===== config.mk =====
export PLATFORM = sky130hd
export DESIGN_NAME = arcade_input_mapper_flat
export DESIGN_NICKNAME = d
export VERILOG_FILES = /design/src/rtl/arcade_input_mapper_if.sv /design/src/rtl/arcade_input_mapper.sv /design/src/flat_wrapper.sv
export SDC_FILE = /design/constraint.sdc
export NUM_CORES = 1
export LEC_CHECK = 0
export CORE_UTILIZATION = 32
export DETAILED_ROUTE_END_ITERATION = 10
export GPL_TIMING_DRIVEN = 1
export PLACE_DENSITY = 0.56
export SETUP_SLACK_MARGIN = 0.1
export SLEW_MARGIN = 20
export SYNTH_ARGS = -nofsm -noshare
export SYNTH_HDL_FRONTEND = slang
export SYNTH_SLANG_ARGS = --single-unit

===== constraint.sdc =====
create_clock -name clk_sys -period 1.95 [get_ports clk_sys]
set_input_delay 0.585 -clock clk_sys [delete_from_list [all_inputs] [get_ports clk_sys]]
set_output_delay 0.585 -clock clk_sys [all_outputs]
set_load 0.03 [all_outputs]

===== src/rtl/arcade_input_mapper_if.sv =====
// Input-mapper bundle: ps2/joystick/rotation inputs and per-player cabinet outputs.
// Pure wiring, no latency of its own.
// No backpressure: every signal is a level or a toggle-coded event.
interface arcade_input_mapper_if #(
    parameter int NUM_PLAYERS = 2
);
    logic [10:0]            ps2_key;
    logic [15:0]            joystick_0;
    logic [15:0]            joystick_1;
    logic                   no_rotate;
    logic [NUM_PLAYERS-1:0] p_up;
    logic [NUM_PLAYERS-1:0] p_down;
    logic [NUM_PLAYERS-1:0] p_left;
    logic [NUM_PLAYERS-1:0] p_right;
    logic [NUM_PLAYERS-1:0] p_fire;
    logic [1:0]             start;
    logic                   coin;

    // hps_io side drives the inputs and observes the cabinet outputs
    modport master (
        output ps2_key, joystick_0, joystick_1, no_rotate,
        input  p_up, p_down, p_left, p_right, p_fire, start, coin
    );

    // mapper side
    modport slave (
        input  ps2_key, joystick_0, joystick_1, no_rotate,
        output p_up, p_down, p_left, p_right, p_fire, start, coin
    );
endinterface


===== src/rtl/arcade_input_mapper.sv =====
// Keyboard/joystick to cabinet input mapper with rotation remap, coin stretch, optional autofire.
// Latency: joystick -> output 1 edge, ps2 key event -> output 2 edges.
// No backpressure: inputs are sampled every cycle. Autofire built only with ARCADE_INPUT_AUTOFIRE_EN.
module arcade_input_mapper #(
    parameter int          NUM_PLAYERS       = 2,
    parameter int unsigned COIN_PULSE_CYCLES = 50000,
    parameter int unsigned AUTOFIRE_DIV      = 200000
) (
    input  logic                  clk_sys,
    input  logic                  reset_n,
    arcade_input_mapper_if.slave  io
);

    localparam bit P2_FOLD = (NUM_PLAYERS == 1);
    localparam int CW      = (COIN_PULSE_CYCLES > 1) ? $clog2(COIN_PULSE_CYCLES) : 1;
    localparam logic [CW-1:0] COIN_LOAD = CW'(COIN_PULSE_CYCLES - 1);

    // Held-key register bit positions
    localparam int K_U1 = 0,  K_D1 = 1,  K_L1 = 2,  K_R1 = 3,  K_F1 = 4;
    localparam int K_S1 = 5,  K_S2 = 6,  K_COIN = 7;
    localparam int K_U2 = 8,  K_D2 = 9,  K_L2 = 10, K_R2 = 11, K_F2 = 12;

    logic [12:0] key_q, key_d;
    logic        old_toggle_q;

    // Decode a toggle-coded ps2 event into the held-key bit it addresses
    always_comb begin
        key_d = key_q;
        if (io.ps2_key[10] != old_toggle_q) begin
            // Arrows match with or without the E0 prefix; everything else is non-extended only
            case (io.ps2_key[8:0])
                9'h075, 9'h175: key_d[K_U1]   = io.ps2_key[9];
                9'h072, 9'h172: key_d[K_D1]   = io.ps2_key[9];
                9'h06B, 9'h16B: key_d[K_L1]   = io.ps2_key[9];
                9'h074, 9'h174: key_d[K_R1]   = io.ps2_key[9];
                9'h029, 9'h014: key_d[K_F1]   = io.ps2_key[9];
                9'h005, 9'h016: key_d[K_S1]   = io.ps2_key[9];
                9'h006, 9'h01E: key_d[K_S2]   = io.ps2_key[9];
                9'h02E, 9'h036: key_d[K_COIN] = io.ps2_key[9];
                9'h02D:         key_d[K_U2]   = io.ps2_key[9];
                9'h02B:         key_d[K_D2]   = io.ps2_key[9];
                9'h023:         key_d[K_L2]   = io.ps2_key[9];
                9'h034:         key_d[K_R2]   = io.ps2_key[9];
                9'h01C:         key_d[K_F2]   = io.ps2_key[9];
                default:        ;
            endcase
        end
    end

    // Key state; on reset the current toggle is absorbed so no stale event is decoded
    always_ff @(posedge clk_sys) begin
        if (!reset_n) begin
            key_q        <= '0;
            old_toggle_q <= io.ps2_key[10];
        end else begin
            key_q        <= key_d;
            old_toggle_q <= io.ps2_key[10];
        end
    end

    // Single-player cabinets take both joysticks on P1
    logic [8:0] jp1;
    assign jp1 = P2_FOLD ? (io.joystick_0[8:0] | io.joystick_1[8:0]) : io.joystick_0[8:0];

    logic [1:0] u_src, d_src, l_src, r_src, f_src, af_fire;

    // Per-player direction/fire sources: held keys ORed with joystick bits
    always_comb begin
        u_src[0] = key_q[K_U1] | (P2_FOLD & key_q[K_U2]) | jp1[3];
        d_src[0] = key_q[K_D1] | (P2_FOLD & key_q[K_D2]) | jp1[2];
        l_src[0] = key_q[K_L1] | (P2_FOLD & key_q[K_L2]) | jp1[1];
        r_src[0] = key_q[K_R1] | (P2_FOLD & key_q[K_R2]) | jp1[0];
        f_src[0] = key_q[K_F1] | (P2_FOLD & key_q[K_F2]) | jp1[4];
        u_src[1] = key_q[K_U2] | io.joystick_1[3];
        d_src[1] = key_q[K_D2] | io.joystick_1[2];
        l_src[1] = key_q[K_L2] | io.joystick_1[1];
        r_src[1] = key_q[K_R2] | io.joystick_1[0];
        f_src[1] = key_q[K_F2] | io.joystick_1[4];
    end

`ifdef ARCADE_INPUT_AUTOFIRE_EN
    localparam int AW = (AUTOFIRE_DIV > 1) ? $clog2(AUTOFIRE_DIV) : 1;
    localparam logic [AW-1:0] AF_LAST = AW'(AUTOFIRE_DIV - 1);

    logic [1:0]    af_hold;
    logic [AW-1:0] af_cnt_q   [2];
    logic [AW-1:0] af_cnt_d   [2];
    logic [1:0]    af_phase_q, af_phase_d;

    assign af_hold = {io.joystick_1[8], jp1[8]};

    // Square wave per player: high phase first, counter/phase held at zero while released
    always_comb begin
        for (int p = 0; p < 2; p++) begin
            af_cnt_d[p]   = '0;
            af_phase_d[p] = 1'b0;
            af_fire[p]    = 1'b0;
            if (af_hold[p]) begin
                af_fire[p] = ~af_phase_q[p];
                if (af_cnt_q[p] == AF_LAST) begin
                    af_phase_d[p] = ~af_phase_q[p];
                end else begin
                    af_cnt_d[p]   = af_cnt_q[p] + AW'(1);
                    af_phase_d[p] = af_phase_q[p];
                end
            end
        end
    end

    // Autofire counter and phase state
    always_ff @(posedge clk_sys) begin
        if (!reset_n) begin
            af_cnt_q[0] <= '0;
            af_cnt_q[1] <= '0;
            af_phase_q  <= '0;
        end else begin
            af_cnt_q[0] <= af_cnt_d[0];
            af_cnt_q[1] <= af_cnt_d[1];
            af_phase_q  <= af_phase_d;
        end
    end
`else
    assign af_fire = 2'b00;
`endif

    logic [NUM_PLAYERS-1:0] up_q, down_q, left_q, right_q, fire_q;
    logic [NUM_PLAYERS-1:0] up_d, down_d, left_d, right_d, fire_d;
    logic [1:0]             start_q, start_d;

    // Rotation remap and output merge; rotation select is sampled like any other input
    always_comb begin
        up_d    = io.no_rotate ? l_src[NUM_PLAYERS-1:0] : u_src[NUM_PLAYERS-1:0];
        down_d  = io.no_rotate ? r_src[NUM_PLAYERS-1:0] : d_src[NUM_PLAYERS-1:0];
        left_d  = io.no_rotate ? d_src[NUM_PLAYERS-1:0] : l_src[NUM_PLAYERS-1:0];
        right_d = io.no_rotate ? u_src[NUM_PLAYERS-1:0] : r_src[NUM_PLAYERS-1:0];
        fire_d  = f_src[NUM_PLAYERS-1:0] | af_fire[NUM_PLAYERS-1:0];
        start_d = {key_q[K_S2] | io.joystick_0[6] | io.joystick_1[6],
                   key_q[K_S1] | io.joystick_0[5] | io.joystick_1[5]};
    end

    // Registered cabinet outputs
    always_ff @(posedge clk_sys) begin
        if (!reset_n) begin
            up_q    <= '0;
            down_q  <= '0;
            left_q  <= '0;
            right_q <= '0;
            fire_q  <= '0;
            start_q <= '0;
        end else begin
            up_q    <= up_d;
            down_q  <= down_d;
            left_q  <= left_d;
            right_q <= right_d;
            fire_q  <= fire_d;
            start_q <= start_d;
        end
    end

    // Coin stretcher
    typedef enum logic [1:0] {C_IDLE, C_PULSE, C_WAIT_REL} coin_state_t;

    coin_state_t state_q;
    logic [CW-1:0] coin_cnt_q;
    logic          coin_q;
    logic          coin_src_d, coin_src_q;

    assign coin_src_d = key_q[K_COIN] | io.joystick_0[7] | io.joystick_1[7];

    // Previous coin-source level for rising-edge detection
    always_ff @(posedge clk_sys) begin
        if (!reset_n) coin_src_q <= 1'b0;
        else          coin_src_q <= coin_src_d;
    end

    // Coin FSM: fixed-width pulse, then wait for every source to release before re-arming
    always_ff @(posedge clk_sys) begin
        if (!reset_n) begin
            state_q    <= C_IDLE;
            coin_q     <= 1'b0;
            coin_cnt_q <= '0;
        end else begin
            case (state_q)
                C_IDLE: begin
                    if (coin_src_d && !coin_src_q) begin
                        state_q    <= C_PULSE;
                        coin_q     <= 1'b1;
                        coin_cnt_q <= COIN_LOAD;
                    end
                end
                C_PULSE: begin
                    if (coin_cnt_q == '0) begin
                        state_q <= C_WAIT_REL;
                        coin_q  <= 1'b0;
                    end else begin
                        coin_cnt_q <= coin_cnt_q - CW'(1);
                    end
                end
                C_WAIT_REL: begin
                    if (!coin_src_d) state_q <= C_IDLE;
                end
                default: begin
                    state_q <= C_IDLE;
                    coin_q  <= 1'b0;
                end
            endcase
        end
    end

    assign io.p_up    = up_q;
    assign io.p_down  = down_q;
    assign io.p_left  = left_q;
    assign io.p_right = right_q;
    assign io.p_fire  = fire_q;
    assign io.start   = start_q;
    assign io.coin    = coin_q;

    // Joystick bits beyond the mapped layout carry nothing for this block
    logic unused_bits;
    assign unused_bits = &{1'b0, io.joystick_0[15:8], io.joystick_1[15:8], jp1[8]};

endmodule


===== src/flat_wrapper.sv =====
// flat-port wrapper written by rule: the top's interface ports become plain ports
module arcade_input_mapper_flat 
#(
    parameter int          NUM_PLAYERS       = 2,
    parameter int unsigned COIN_PULSE_CYCLES = 50000,
    parameter int unsigned AUTOFIRE_DIV      = 200000
)
  (clk_sys, reset_n, io_ps2_key, io_joystick_0, io_joystick_1, io_no_rotate, io_p_up, io_p_down, io_p_left, io_p_right, io_p_fire, io_start, io_coin);
  arcade_input_mapper_if #(.NUM_PLAYERS(NUM_PLAYERS)) io_i ();
  input  logic clk_sys;
  input  logic reset_n;
  input wire logic [$bits(io_i.ps2_key)-1:0] io_ps2_key;
  input wire logic [$bits(io_i.joystick_0)-1:0] io_joystick_0;
  input wire logic [$bits(io_i.joystick_1)-1:0] io_joystick_1;
  input wire logic [$bits(io_i.no_rotate)-1:0] io_no_rotate;
  output wire logic [$bits(io_i.p_up)-1:0] io_p_up;
  output wire logic [$bits(io_i.p_down)-1:0] io_p_down;
  output wire logic [$bits(io_i.p_left)-1:0] io_p_left;
  output wire logic [$bits(io_i.p_right)-1:0] io_p_right;
  output wire logic [$bits(io_i.p_fire)-1:0] io_p_fire;
  output wire logic [$bits(io_i.start)-1:0] io_start;
  output wire logic [$bits(io_i.coin)-1:0] io_coin;
  assign io_i.ps2_key = io_ps2_key;
  assign io_i.joystick_0 = io_joystick_0;
  assign io_i.joystick_1 = io_joystick_1;
  assign io_i.no_rotate = io_no_rotate;
  assign io_p_up = io_i.p_up;
  assign io_p_down = io_i.p_down;
  assign io_p_left = io_i.p_left;
  assign io_p_right = io_i.p_right;
  assign io_p_fire = io_i.p_fire;
  assign io_start = io_i.start;
  assign io_coin = io_i.coin;
  arcade_input_mapper #(.NUM_PLAYERS(NUM_PLAYERS), .COIN_PULSE_CYCLES(COIN_PULSE_CYCLES), .AUTOFIRE_DIV(AUTOFIRE_DIV)) u_core (.clk_sys(clk_sys), .reset_n(reset_n), .io(io_i));
endmodule

==> reports/results.md <==
| Item | Value |
|---|---|
| Max cap viols | 0 |
| Initial core utilization | 33.8% |
| Async set or reset register ratio after synthesis | 0% |
| Die boundary width | 84.6 um |
| DRC | 0 |
| Gate Count Post-Synth | 248 |
| Number of hold buffers added after cts | 0 |
| Post-synthesis register bit count | 46 |
| Critical path endpoint category | flop |
| First-pass GRT wire length | 9.63 mm |
| Ys Warns | 0 |
| Setup slack on the worst flop-to-flop path | -20 ps |
| Violated checks | negative setup slack |
| Critical register-to-register path startpoint | u_core.coin_cnt_q[5]$_SDFFE_PN0P_ |
| H-Tree Level Count | 2 |
| Die boundary height | 84.6 um |
| Arrival time of the worst setup path | 2220 ps |
| Post-synthesis cell type count | 53 |
| Largest delay share family, worst path | simple AND/OR/NAND/NOR gates |
| Outcome | finished, violations left |
| Source-to-sink clock delay at the later pin of the worst-skew pair | 310 ps |
| Share of the synthesized area in the top cell type | 42.2% |
| Fmax | 507 MHz |
| Path type of the worst setup path | reg2reg |
| Tightest Pin Transition | 480 ps |
| Setup WS post-layout | -22.6 ps |
| CTS tree | yes |
| Mean instance size in the synthesized netlist | 8.80 um^2 |
| Count of placed standard cells in the final layout, fillers left out | 422 |
| Routability congestion estimate | 0.821 |
| Max-slew headroom | 67.7% |
| Total leakage power | 1.41 nW |
| Relative area change from synthesis to final layout | 54.6% |
| Root Driver | clkbuf_8 |
| Sequential element share of the synthesized area | 42.2% |
| Die outline area | 7160 um^2 |
| Global-route usage over all layers | 17.0% |
| Setup violators final | 3 |
| CORE AREA | 6460 um^2 |
| Largest net degree at the start of global routing | 27 |
| Critical path's largest stage delay | 540 ps |
| Half-perimeter wire length of the detailed placement result | 4.10 mm |
| Cell row count | 29 |
| Port buffer count | 42 |
| Top FF cell, synth | dfxtp_1 |
| Leading cell type in the layout, fill and taps excluded | buf_4 |
| Number of antenna cells inserted | 0 |
| Hold path startpoint | io_ps2_key[10] |
| Congestion Overflow GR | 0 |
| Routed WL per cell | 13.5 um |
| Top cells by area, synth | dfxtp_1 (42%), nor2_1 (6.0%), mux2i_1 (3.7%), nand2_1 (3.4%), nor3_1 (3.4%) |
| Hold Vio Cnt, Final | 0 |
| Synth Cell Area | 2180 um^2 |
| Register area | 933 um^2 |
| Fin Clk Skew | 6.23 ps |
| Type of origin of the critical path | flop |
| Reg2Reg Capture Point | u_core.coin_cnt_q[13]$_SDFFE_PN0P_ |
| Via count | 2,172 |
| Critical Path Source | u_core.coin_cnt_q[5]$_SDFFE_PN0P_ |
| Maximum clock insertion buffer count | 2 |
| Most prevalent standard cell on the critical path | or4_4 |
| Violation count after the first detailed-routing iteration | 74 |
| CP max stage cell | or4_4 |
| Number of nets in the finished design | 391 |
| WHS Endpoint | u_core.old_toggle_q$_DFF_P_ |
| Minimum setup slack after placement | -427 ps |
| Worst reg2reg path depth | 5 |
| Clock sinks | 46 |
| Peak VDD IR | 389 uV |
| Buf+Inv Stages, Crit Path | 0 |
| Max Fanout on Critical Path | 4 |
| Data required time of the critical path | 2200 ps |
| Pins Over Slew Limit | 0 |
| Worst hold path depth | 1 |
| Power per Cell Area | 775 nW/um^2 |
| Cts bufs inserted | 5 |
| Final period util | 101% |
| Final min period | 1970 ps |
| Fraction of layout cells with a size suffix above 1 | 30.4% |
| Setup repair after global routing missed its margin | yes |
| Multi-input combinational cell area | 1320 um^2 |
| Layout fillers | 605 |
| Pre-Repair DR Iteration Count | 6 |
| Vias/cell | 5.15 |
| Antenna violations before repair | 0 |
| List of cells traversed by the critical path | or4_4 > nor4b_4 > o211ai_4 > or4_4 > a21oi_2 |
| Final antenna-violating net count | 0 |
| Dominant cell type by area after synthesis | dfxtp_1 |
| Core utilization of the finished layout | 52.2% |
| Via count of the first global-routing pass | 2,078 |
| Ports placed on the boundary | 59 |
| Number of nets produced by synthesis | 295 |
| Count of placed standard cells including taps | 404 |
| Path category of the worst min-delay check | in2reg |
| Post-synth EDFFs | 0 |
| Clock-pin slew on the worst setup and hold paths | 90 ps |
| Wire length reported by the detailed router | 5.72 mm |
| Top library cells by usage in the layout, fill and taps aside | buf_4 (49), dfxtp_1 (40), nor2_1 (34) |
## state kept, by name (all words and copies together), names as in the netlist, 2 cells and up
| signal | cells |
|---|---|
| u_core.coin_cnt_q | 16 |
| u_core.io.p_down | 2 |
| u_core.io.p_fire | 2 |
| u_core.io.p_left | 2 |
| u_core.io.p_right | 2 |
| u_core.io.p_up | 2 |
| u_core.io.start | 2 |
| u_core.key_q | 13 |
| u_core.state_q | 2 |
## kinds of logic after synthesis
group | share of synthesized area, %
AOI/OAI and AO/OA | 16.2
adders and majority gates | 0.573
buffers and inverters | 3.67
DFF | 42.2
and+or+nand+nor | 30.9
xor gates and xnor gates | 2.81
muxes | 3.67
## worst reg2reg max path, cell delays in order, from the launching register on
cell	delay [ps]
dfxtp_4	370
or4_4	540
nor4b_4	290
o211ai_4	140
or4_4	430
a21oi_2	140
## synthesized netlist by cell type, drive strengths merged, types with 2 or more instances
master,count
a31oi,2
nor3,16
clkbuf,7
nor2b,4
nand4,4
a211oi,8
o41ai,2
nand2,20
or4,9
or3,5
nand4b,4
o211ai,6
buf,3
o21ai,8
nor4,7
a21oi,12
o31ai,3
nor3b,3
or2,2
nor2,36
xor2,7
mux2i,8
dfxtp,46
and2b,2
o311ai,2
nand3,3
inv,5
## worst max path at each step
stage	endpoint	cells past startpoint
2_1_floorplan	u_core.coin_cnt_q[6]$_SDFFE_PN0P_	6
3_3_place_gp	u_core.coin_cnt_q[5]$_SDFFE_PN0P_	6
3_5_place_dp	u_core.coin_cnt_q[10]$_SDFFE_PN0P_	6
4_1_cts	u_core.coin_cnt_q[6]$_SDFFE_PN0P_	6
5_1_grt	u_core.coin_cnt_q[6]$_SDFFE_PN0P_	6
6_report	u_core.coin_cnt_q[13]$_SDFFE_PN0P_	5
## metrics by stage
stage | total power, mW | cell area (um^2) | hold WS (ps) | TNS [ps]
floorplan | 1.45 | 2200 | 435 | 0
global placement | 1.76 | 3040 | 454 | -6770
detailed placement | 1.77 | 3040 | 450 | -7330
CTS | 2.56 | 3240 | 471 | -149
global route | 2.76 | 3370 | 440 | -450
finish | 2.61 | 3370 | 438 | -38.7
## routing by layer
metal | vias to the layer above | routed length, um | GRT usage [%]
met1 | 1007 | 2750 | 22.2
met5 | - | 0 | 0
li1 | 1109 | - | -
met2 | 49 | 2660 | 27.8
met3 | 7 | 225 | 3.15
met4 | 0 | 88 | 6.63
## area by class of cell
cell class / instances / share of cell area (%)
clock buffers: 5 / 2.04
clock inverters: 3 / 1.30
inverters: 5 / 0.556
multi-input cells: 186 / 39.0
flip-flops and latches: 46 / 27.7
well taps: 77 / 2.86
repair buffers: 100 / 26.6
## report_power, final
part / switching (mW) / total [mW] / internal, mW
Combinational: 0.394 / 0.818 / 0.425
Clock: 0.355 / 0.740 / 0.385
Sequential: 0.0468 / 1.06 / 1.01
## timing repair
item	CTS	global route
buffers inserted	8	2
pin swaps	11	22
resized for setup	29	28
setup endpoints to repair	32	26
Note: power is estimated with default switching activity, not from simulation.
